--- config.mk ---
export PLATFORM = sky130hd
export DESIGN_NAME = dev_mgr_status_monitor
export DESIGN_NICKNAME = d
export VERILOG_FILES = /design/src/rtl/dev_mgr_mon_pkg.sv /design/src/rtl/dev_mgr_sync2.sv /design/src/rtl/dev_mgr_status_monitor.sv
export SDC_FILE = /design/constraint.sdc
export NUM_CORES = 1
export LEC_CHECK = 0
export ABC_AREA = 1
export CAP_MARGIN = 5
export CORE_AREA = 5 5 166 168
export CTS_CLUSTER_DIAMETER = 200
export CTS_CLUSTER_SIZE = 12
export DETAILED_ROUTE_END_ITERATION = 8
export DIE_AREA = 0 0 171 173
export SETUP_SLACK_MARGIN = 0.05
export SLEW_MARGIN = 20
export SYNTH_ARGS = -nofsm -noshare
export SYNTH_HDL_FRONTEND = slang
export SYNTH_HIERARCHICAL = 1
export SYNTH_SLANG_ARGS = --single-unit
--- constraint.sdc ---
create_clock -name i_clk -period 6.2 [get_ports i_clk]
set_input_delay 1.24 -clock i_clk [delete_from_list [all_inputs] [get_ports i_clk]]
set_output_delay 1.24 -clock i_clk [all_outputs]
set_load 0.02 [all_outputs]
--- src/rtl/dev_mgr_mon_pkg.sv ---
// Shared types and widths for the device manager status monitor.
// State encodings are visible to software through o_state.
package dev_mgr_mon_pkg;

  localparam int DM_STATUS_W = 32;
  localparam int CHG_CNT_W   = 16;
  localparam int PERST_CNT_W = 8;

  typedef enum logic [2:0] {
    ST_IDLE    = 3'd0,
    ST_START   = 3'd1,
    ST_READY   = 3'd2,
    ST_ERROR   = 3'd3,
    ST_TIMEOUT = 3'd4
  } state_t;

endpackage

--- src/rtl/dev_mgr_sync2.sv ---
// Two-flop synchronizer with a selectable reset level.
// Used to bring asynchronous GPIO inputs into the i_clk domain.
module dev_mgr_sync2 #(
  parameter logic RESET_VAL = 1'b0
) (
  input  logic clk,
  input  logic rst,
  input  logic d,
  output logic q
);

  logic meta;

  always_ff @(posedge clk or posedge rst) begin
    if (rst) begin
      meta <= RESET_VAL;
      q    <= RESET_VAL;
    end else begin
      meta <= d;
      q    <= meta;
    end
  end

endmodule

--- src/rtl/dev_mgr_status_monitor.sv ---
// Device manager start sequencing, status filtering and startup FSM.
// Holds sticky error/timeout flags, a status snapshot and diag counters.
module dev_mgr_status_monitor
  import dev_mgr_mon_pkg::*;
#(
  parameter int          LOCK_FILTER    = 16,
  parameter int          STABLE_CYCLES  = 32,
  parameter int          TIMEOUT_CYCLES = 50000000,
  parameter int          DONE_BIT       = 0,
  parameter logic [31:0] ERROR_MASK     = 32'hFFFF_0000
) (
  input  logic                   i_clk,
  input  logic                   i_reset,
  input  logic                   i_pll_lock,
  input  logic [DM_STATUS_W-1:0] i_dm_status,
  input  logic                   i_pcie_perstn,
  input  logic                   i_clear,
  output logic                   o_dm_start,
  output logic                   o_ready,
  output logic                   o_error,
  output logic                   o_timeout,
  output logic [2:0]             o_state,
  output logic [DM_STATUS_W-1:0] o_status_snapshot,
  output logic [CHG_CNT_W-1:0]   o_change_count,
  output logic [PERST_CNT_W-1:0] o_perst_count
);

  localparam int LF_W  = $clog2(LOCK_FILTER + 1);
  localparam int ST_W  = $clog2(STABLE_CYCLES);
  localparam int TMR_W = $clog2(TIMEOUT_CYCLES + 1);

  localparam logic [LF_W-1:0]  LF_LAST  = LF_W'(LOCK_FILTER - 1);
  localparam logic [ST_W-1:0]  ST_LAST  = ST_W'(STABLE_CYCLES - 1);
  localparam logic [TMR_W-1:0] TMR_LAST = TMR_W'(TIMEOUT_CYCLES - 1);

  state_t state;
  state_t state_n;

  logic [DM_STATUS_W-1:0] status_q;
  logic [DM_STATUS_W-1:0] accepted;
  logic [ST_W-1:0]        stable_cnt;
  logic [LF_W-1:0]        lock_cnt;
  logic [TMR_W-1:0]       timer;

  logic                   dm_start;
  logic                   err_flag;
  logic                   tmo_flag;
  logic [DM_STATUS_W-1:0] snapshot;
  logic [CHG_CNT_W-1:0]   chg_cnt;
  logic [PERST_CNT_W-1:0] perst_cnt;

  logic perst_sync;
  logic perst_prev;

  logic status_chg;
  logic acc_err;
  logic acc_done;
  logic perst_fall;
  logic enter_err;
  logic enter_tmo;
  logic err_base;
  logic tmo_base;
  logic capture;

  logic [CHG_CNT_W-1:0]   chg_base;
  logic [CHG_CNT_W-1:0]   chg_next;
  logic [PERST_CNT_W-1:0] perst_base;
  logic [PERST_CNT_W-1:0] perst_next;

  dev_mgr_sync2 #(
    .RESET_VAL (1'b1)
  ) u_perst_sync (
    .clk (i_clk),
    .rst (i_reset),
    .d   (i_pcie_perstn),
    .q   (perst_sync)
  );

  assign status_chg = (i_dm_status != status_q);
  assign acc_err    = |(accepted & ERROR_MASK);
  assign acc_done   = accepted[DONE_BIT];
  assign perst_fall = perst_prev & ~perst_sync;

  always_comb begin
    state_n = state;
    unique case (state)
      ST_IDLE: begin
        if (i_pll_lock && lock_cnt == LF_LAST)
          state_n = ST_START;
      end
      ST_START: begin
        if (!i_pll_lock)
          state_n = ST_IDLE;
        else if (acc_err)
          state_n = ST_ERROR;
        else if (acc_done)
          state_n = ST_READY;
        else if (timer == TMR_LAST)
          state_n = ST_TIMEOUT;
      end
      ST_READY: begin
        if (!i_pll_lock)
          state_n = ST_IDLE;
        else if (acc_err || !acc_done)
          state_n = ST_ERROR;
      end
      ST_ERROR, ST_TIMEOUT: begin
        if (!i_pll_lock || i_clear)
          state_n = ST_IDLE;
      end
      default: state_n = ST_IDLE;
    endcase
  end

  // A clear lands first; an event in the same cycle re-applies on top.
  always_comb begin
    enter_err = (state != ST_ERROR) &&
                (state_n == ST_ERROR);
    enter_tmo = (state != ST_TIMEOUT) &&
                (state_n == ST_TIMEOUT);
    err_base  = i_clear ? 1'b0 : err_flag;
    tmo_base  = i_clear ? 1'b0 : tmo_flag;
    capture   = (enter_err || enter_tmo) &&
                !(err_base || tmo_base);

    chg_base = i_clear ? '0 : chg_cnt;
    chg_next = chg_base;
    if (status_chg && chg_base != '1)
      chg_next = chg_base + CHG_CNT_W'(1);

    perst_base = i_clear ? '0 : perst_cnt;
    perst_next = perst_base;
    if (perst_fall && perst_base != '1)
      perst_next = perst_base + PERST_CNT_W'(1);
  end

  always_ff @(posedge i_clk or posedge i_reset) begin
    if (i_reset) begin
      status_q   <= '0;
      accepted   <= '0;
      stable_cnt <= '0;
    end else begin
      status_q <= i_dm_status;
      if (status_chg)
        stable_cnt <= '0;
      else if (stable_cnt != ST_LAST)
        stable_cnt <= stable_cnt + ST_W'(1);
      if (stable_cnt == ST_LAST)
        accepted <= status_q;
    end
  end

  always_ff @(posedge i_clk or posedge i_reset) begin
    if (i_reset) begin
      state    <= ST_IDLE;
      lock_cnt <= '0;
      timer    <= '0;
      dm_start <= 1'b0;
    end else begin
      state <= state_n;
      if (state == ST_IDLE && i_pll_lock &&
          lock_cnt != LF_LAST)
        lock_cnt <= lock_cnt + LF_W'(1);
      else
        lock_cnt <= '0;
      if (state == ST_START && state_n == ST_START)
        timer <= timer + TMR_W'(1);
      else
        timer <= '0;
      dm_start <= (state != ST_IDLE) &&
                  (state_n != ST_IDLE);
    end
  end

  always_ff @(posedge i_clk or posedge i_reset) begin
    if (i_reset) begin
      err_flag   <= 1'b0;
      tmo_flag   <= 1'b0;
      snapshot   <= '0;
      chg_cnt    <= '0;
      perst_cnt  <= '0;
      perst_prev <= 1'b1;
    end else begin
      err_flag   <= err_base | enter_err;
      tmo_flag   <= tmo_base | enter_tmo;
      chg_cnt    <= chg_next;
      perst_cnt  <= perst_next;
      perst_prev <= perst_sync;
      if (capture)
        snapshot <= accepted;
      else if (i_clear)
        snapshot <= '0;
    end
  end

  assign o_dm_start        = dm_start;
  assign o_ready           = (state == ST_READY);
  assign o_error           = err_flag;
  assign o_timeout         = tmo_flag;
  assign o_state           = state;
  assign o_status_snapshot = snapshot;
  assign o_change_count    = chg_cnt;
  assign o_perst_count     = perst_cnt;

endmodule
==> impl_metrics.py, run 1 <==
metrics = {
    "placement": {
        "gp_congestion": 0.829,
        "io_buffers": 99,
        "postPlaceCellArea_mm2": 0.00897,
        "hpwlAfterDp_mm": 13.5,
    },
    "timing": {
        "finalMaxSlewViolations": 0,
        "period_needed_ns": 3.92,
        "slew_headroom_pct": 42.8,
        "max_freq_mhz": 255,
        "rsz0062_at_grt": "false",
        "tightest_slew_ns": 0.856,
        "fin_setup_tns_ns": 0,
        "clock_skew_ns": 0.0127,
        "setup_viol": 0,
        "finalCritPeriodShare_pct": 63.2,
        "hold_viol": 0,
    },
    "drt": {
        "via_per_inst": 4.45,
        "initialDrtViolationCount": 394,
        "drtAntennaViolNets": 0,
        "drtPass1Iterations": 5,
        "wirelength_mm": 18.2,
        "drc_errors": 0,
        "vias": 5836,
        "avgRoutedWirePerCell_um": 13.9,
    },
    "finish": {
        "finalNetCount": 1008,
        "fillers": 2587,
        "layout_commonest_cell": "nand2_1",
        "final_area_mm2": 0.00954,
        "drive_above_1_share_pct": 9.01,
        "multi_input_area_mm2": 0.00305,
        "synthToLayoutAreaGrowth_pct": 24.2,
        "seqCellArea_mm2": 0.00413,
        "antenna_cells": 0,
        "final_cell_mix": "234 x nand2_1, 162 x dfrtp_1, 99 x clkdlybuf4s50_1, 96 x nor2_1",
    },
    "yosys": {
        "synth_seq_cells": 165,
        "synth-async-reset-ratio_pct": 100,
        "synth_top_area_cell": "dfrtp_1",
        "synth_top_cell_area_share_pct": 52.8,
        "ys_seq_area_share_pct": 53.8,
        "synth_cell_types": 41,
        "synthFlopType": "dfrtp_1",
        "netlist_area_mm2": 0.00768,
        "syn_inst": 867,
        "synthTopCellsByArea": "dfrtp_1 53%, nand2_1 11%, nand3_1 5.3%",
        "synth_area_per_cell_um2": 8.86,
        "yosys_warnings": 6,
        "syn_nets": 911,
        "synth_edf_count": 0,
    },
    "critical_path": {
        "crit_path_end_kind": "flop",
        "critPathArrivalTime_ns": 4.22,
        "cp.required_ns": 6.50,
        "criticalPathCategory": "input pin to flop",
        "crit_start": "i_clear",
        "cp_max_fo": 18,
        "start_kind": "input pin",
        "rr_startpoint": "timer[0]",
    },
    "floorplanning": {
        "dieArea_mm2": 0.0296,
        "start_util_pct": 29.8,
        "die_y_um": 173,
        "die_w_um": 171,
        "num_io_pins": 100,
        "core_area_mm2": 0.0258,
        "num_rows": 59,
    },
    "grt": {
        "grtUsageMet3_pct": 3.29,
        "grt-busiest-layer": "met2",
        "grt_max_degree": 82,
        "grt_pass1_vias": 5916,
        "grtUsageMet2_pct": 20.3,
        "grt_pass1_wl_mm": 30.8,
        "overflow": 0,
        "grtUsageMet1_pct": 17.2,
        "antenna_found_initial": 0,
        "track_usage_pct": 12.9,
    },
    "min_path": {
        "min_path_type": "flop to flop",
        "min_from": "u_perst_sync/meta",
    },
    "clock_network": {
        "clockBufferDepth": 2,
        "cts_root_buf": "clkbuf_16",
        "cts_resized": 0,
        "cts_max_level": 4,
        "clk_latency_ns": 0.42,
        "ctsHoldBuffers": 0,
        "clock_sinks": 165,
        "cts_setup_buffers": 0,
        "cts_made_buffers": 17,
        "cts_tree": "yes",
        "clkSlewWorstSetupHoldPaths_ns": 0.07,
    },
    "pwr": {
        "ir_drop_mv": 0.168,
        "p_leak_nw": 4.42,
        "p_total_mw": 2.24,
        "power_density_mw_per_mm2": 235,
    },
    "job": {
        "maxCapViolations": 0,
    },
    "run_status": {
        "status": "finished clean",
    },
}
routing by layer:
layer | part of all wire, % | vias up
met3 | 3.8 | 24
met1 | 46 | 2760
met2 | 48 | 91
met5 | 0 | -
li1 | - | 2961
met4 | 2.2 | 0
metrics by stage:
step,instances,worst slack (ns),utilization (%),hold WS [ns]
floorplan,867,0.557,-,0.345
global placement,1280,1.99,34.8,0.348
detailed placement,1280,1.88,34.8,0.349
CTS,1312,2.31,37.0,0.369
global route,1312,2.01,37.0,0.377
finish,1312,2.28,37.0,0.364
registers in the layout (all words and copies together), names as in the netlist:
signal             count
o_change_count        16
status_q              32
stable_cnt             5
u_perst_sync/meta      1
u_perst_sync/q         1
timer                 26
o_dm_start             1
o_perst_count          8
o_error                1
o_state                3
perst_prev             1
accepted              32
o_status_snapshot     32
o_timeout              1
lock_cnt               5
power by group:
group / switching (mW) / leakage, nW / internal (mW)
registers: 0.0119 / 2.21 / 1.09
clock network: 0.457 / 0.273 / 0.566
logic: 0.0640 / 1.94 / 0.0477
total: 0.533 / 4.42 / 1.71
Yosys cell counts (5+ instances only):
cell	n
buf_6	6
nor2_1	96
or2_2	7
nand4_1	18
xnor2_1	30
buf_2	6
o21ai_2	5
nand3_1	81
inv_1	82
o21ai_0	12
nand2_1	234
nor3_1	20
dfrtp_1	162
nand3_2	15
xor2_1	26
a21oi_1	5
nor4_1	5
clkbuf_1	11
ha_1	7
final cells by class:
type	instances	share of cell area (%)
flip-flops and latches	165	43.3
inverters	86	3.54
well taps	335	4.39
clock buffers	18	4.50
repair buffers	104	10.8
clock inverters	14	1.48
multi-input cells	590	32.0
path summary, 6_finish.rpt:
kind                       cells after the start  slack, ns                   end
max reg2reg                                   10       3.71  o_status_snapshot[0]
min in group asynchronous                      2       1.26     u_perst_sync/meta
max                                           14       2.28     o_change_count[8]
max in group asynchronous                      3       3.78          accepted[29]
min                                            0       0.36        u_perst_sync/q
min reg2reg                                    0       0.36        u_perst_sync/q
cell families (layout without fill, tap and decap cells):
| kind of cell | Yosys count | after routing | share of synthesized area (%) |
|---|---|---|---|
| buffers and inverters | 112 | 222 | 6.48 |
| AOI/OAI and AO/OA | 28 | 28 | 2.25 |
| and+or+nand+nor | 499 | 499 | 29.9 |
| xor gates and xnor gates | 56 | 56 | 6.39 |
| adders and majority gates | 7 | 7 | 1.14 |
| DFF | 165 | 165 | 53.8 |
critical path, stage by stage:
cell	delay (ns)
clkdlybuf4s50_1	0.85
nor2_1	0.49
ha_1	0.26
inv_1	0.09
nor3_4	0.20
nand3_2	0.14
nor2_2	0.17
nand3_2	0.11
nor2_2	0.10
nand3_2	0.08
nand2_4	0.19
inv_4	0.14
nand2_1	0.07
o21ai_0	0.07
Power figures use the tool's default switching activity.
==> run 2, diff against run 1 <==
==> constraint.sdc (replaced) <==
create_clock -name i_clk -period 3.25 [get_ports i_clk]
set_input_delay 0.65 -clock i_clk [delete_from_list [all_inputs] [get_ports i_clk]]
set_output_delay 0.65 -clock i_clk [all_outputs]
set_load 0.02 [all_outputs]
==> run 2 against run 1 <==
Cell area rose by 1.2%. Final cell count rose by 0.53%. Wire length rose by 4.1%. Register-to-register slack got worse by 2.9 ns. Clock skew fell by 0.0017 ns. Largest power group unchanged. Worst hold slack got worse by 0.0083 ns. Combinational power rose by 100%. First-iteration DRC count rose by 8.1%. Highest routed layer unchanged.
==> impl_metrics.py, run 2 (synthesized netlist as in run 1, its figures left out) <==
metrics = {
    "placement": {
        "postPlaceCellArea_mm2": 0.00905,
        "gp_congestion": 0.862,
        "io_buffers": 99,
        "pre_cts_slack_ns": 0.0883,
        "hpwlAfterDp_mm": 13.9,
    },
    "drt": {
        "met2_length_mm": 9.02,
        "initialDrtViolationCount": 426,
        "wirelength_mm": 19.0,
        "avgRoutedWirePerCell_um": 14.4,
        "via_per_inst": 4.45,
        "vias": 5875,
        "met3_length_um": 740,
        "drt-met1-wl_mm": 8.89,
        "drtPass1Iterations": 4,
        "drtAntennaViolNets": 0,
        "drc_errors": 0,
        "highest_layer": "met4",
    },
    "pwr": {
        "ir_drop_mv": 0.351,
        "power_density_mw_per_mm2": 459,
        "p_leak_nw": 4.49,
    },
    "floorplanning": {
        "dieArea_mm2": 0.0296,
        "num_rows": 59,
        "die_y_um": 173,
        "die_w_um": 171,
        "start_util_pct": 29.8,
        "num_io_pins": 100,
        "core_area_mm2": 0.0258,
    },
    "timing": {
        "clock_skew_ns": 0.0110,
        "final_critical_path_setup_slack_ns": 0.538,
        "tightest_slew_ns": 1.02,
        "max_freq_mhz": 369,
        "slew_headroom_pct": 31.3,
        "hold_viol": 0,
        "finalMaxSlewViolations": 0,
        "rsz0062_at_grt": "false",
        "worst_hold_slack_ns": 0.356,
        "fin_setup_tns_ns": 0,
        "period_needed_ns": 2.71,
        "setup_viol": 0,
        "finalCritPeriodShare_pct": 83.5,
    },
    "min_path": {
        "whs_path_depth": 0,
        "min_path_type": "flop to flop",
    },
    "finish": {
        "layout_commonest_cell": "nand2_1",
        "synthToLayoutAreaGrowth_pct": 25.8,
        "antenna_cells": 0,
        "finalNetCount": 1015,
        "final_area_mm2": 0.00966,
        "utilization_pct": 37.5,
        "final_cell_mix": "234 x nand2_1, 162 x dfrtp_1, 99 x clkdlybuf4s50_1, 96 x nor2_1",
        "drive_above_1_share_pct": 9.76,
    },
    "critical_path": {
        "reg2reg_depth": 7,
        "crit_chain": "clkdlybuf4s50_1, nor2_1, ha_1, inv_1, nor3_4, nand3_2, nor2_2, nand3_2, nor2_2, nand3_2, nand2_4, inv_4, o21ai_0",
        "critPathArrivalTime_ns": 3.05,
        "criticalPathCategory": "input pin to flop",
        "cp_top_family": "simple AND/OR/NAND/NOR gates",
        "start_kind": "input pin",
        "cp.buffers_inverters": 3,
        "crit_path_end_kind": "flop",
        "cp.required_ns": 3.59,
        "crit_top_cell": "nand3_2",
        "cp.depth": 13,
        "crit_slowest_cell": "clkdlybuf4s50_1",
        "slowest_delay_ns": 0.53,
        "cp_max_fo": 18,
    },
    "grt": {
        "antenna_found_initial": 0,
        "track_usage_pct": 13.0,
        "grt_max_degree": 55,
        "overflow": 0,
        "grt_pass1_wl_mm": 31.1,
        "grt_pass1_vias": 5977,
    },
    "job": {
        "maxCapViolations": 0,
    },
    "clock_network": {
        "ctsHoldBuffers": 0,
        "cts_root_buf": "clkbuf_16",
        "clkSlewWorstSetupHoldPaths_ns": 0.07,
        "cts_tree": "yes",
        "cts_resized": 0,
        "clockBufferDepth": 2,
        "cts_setup_buffers": 0,
        "clock_sinks": 165,
        "cts_made_buffers": 17,
        "cts_max_level": 4,
        "clk_latency_ns": 0.44,
    },
    "run_status": {
        "status": "finished clean",
    },
}
-- run 2: cell types whose count changed in the layout (fill, tap and decap cells not counted) --
cell and delta:
clkinvlp_4 -1, buf_4 +5, buf_12 +2, clkinv_4 +1
clkbuf_1 -1, clkinv_8 +1, clkinv_2 -1, inv_6 -1
bufinv_16 +1, inv_8 +1
-- run 2: worst register-to-register path: stages, from the launching register on --
cell and delay, ns:
dfrtp_1 0.39, ha_1 0.18, and3_1 0.17, ha_1 0.16, clkinv_1 0.79, nand4_1 0.36
xor2_1 0.18, nor2_1 0.07
-- run 2: per-stage QoR --
step | std cells | power [mW]
6_report | 1319 | 4.43
5_1_grt | 1319 | 4.58
4_1_cts | 1319 | 4.49
3_5_place_dp | 1287 | 2.38
3_3_place_gp | 1287 | 2.38
2_1_floorplan | 867 | 2.26
-- run 2: layer usage --
| layer | vias to the layer above | global-route usage [%] |
|---|---|---|
| met5 | - | 0 |
| met4 | 0 | 4.69 |
| met3 | 24 | 2.83 |
| met2 | 89 | 20.6 |
| met1 | 2793 | 17.5 |
| li1 | 2969 | - |
-- run 2: final cells by class --
cell class	instances	area, um2
repair buffers	111	1110
flip-flops and latches	165	4130
well taps	335	419
multi-input cells	590	3050
fillers	2582	16100
clock buffers	17	425
clock inverters	15	188
inverters	86	337
-- run 2: path summary, 6_finish.rpt --
| kind | start | to | slack [ns] |
|---|---|---|---|
| max | i_clear | o_change_count[5] | 0.54 |
| min | u_perst_sync/meta | u_perst_sync/q | 0.36 |
| max reg2reg | stable_cnt[0] | stable_cnt[3] | 0.85 |
| min reg2reg | u_perst_sync/meta | u_perst_sync/q | 0.36 |
| max in group asynchronous | i_reset | o_status_snapshot[29] | 1.95 |
| min in group asynchronous | i_reset | o_perst_count[4] | 0.60 |
-- run 2: report_power, final --
group	internal (mW)	total, mW	switching (mW)
Sequential	2.09	2.11	0.0230
Combinational	0.0990	0.225	0.126
Clock	1.17	2.10	0.924
Total	3.36	4.43	1.07
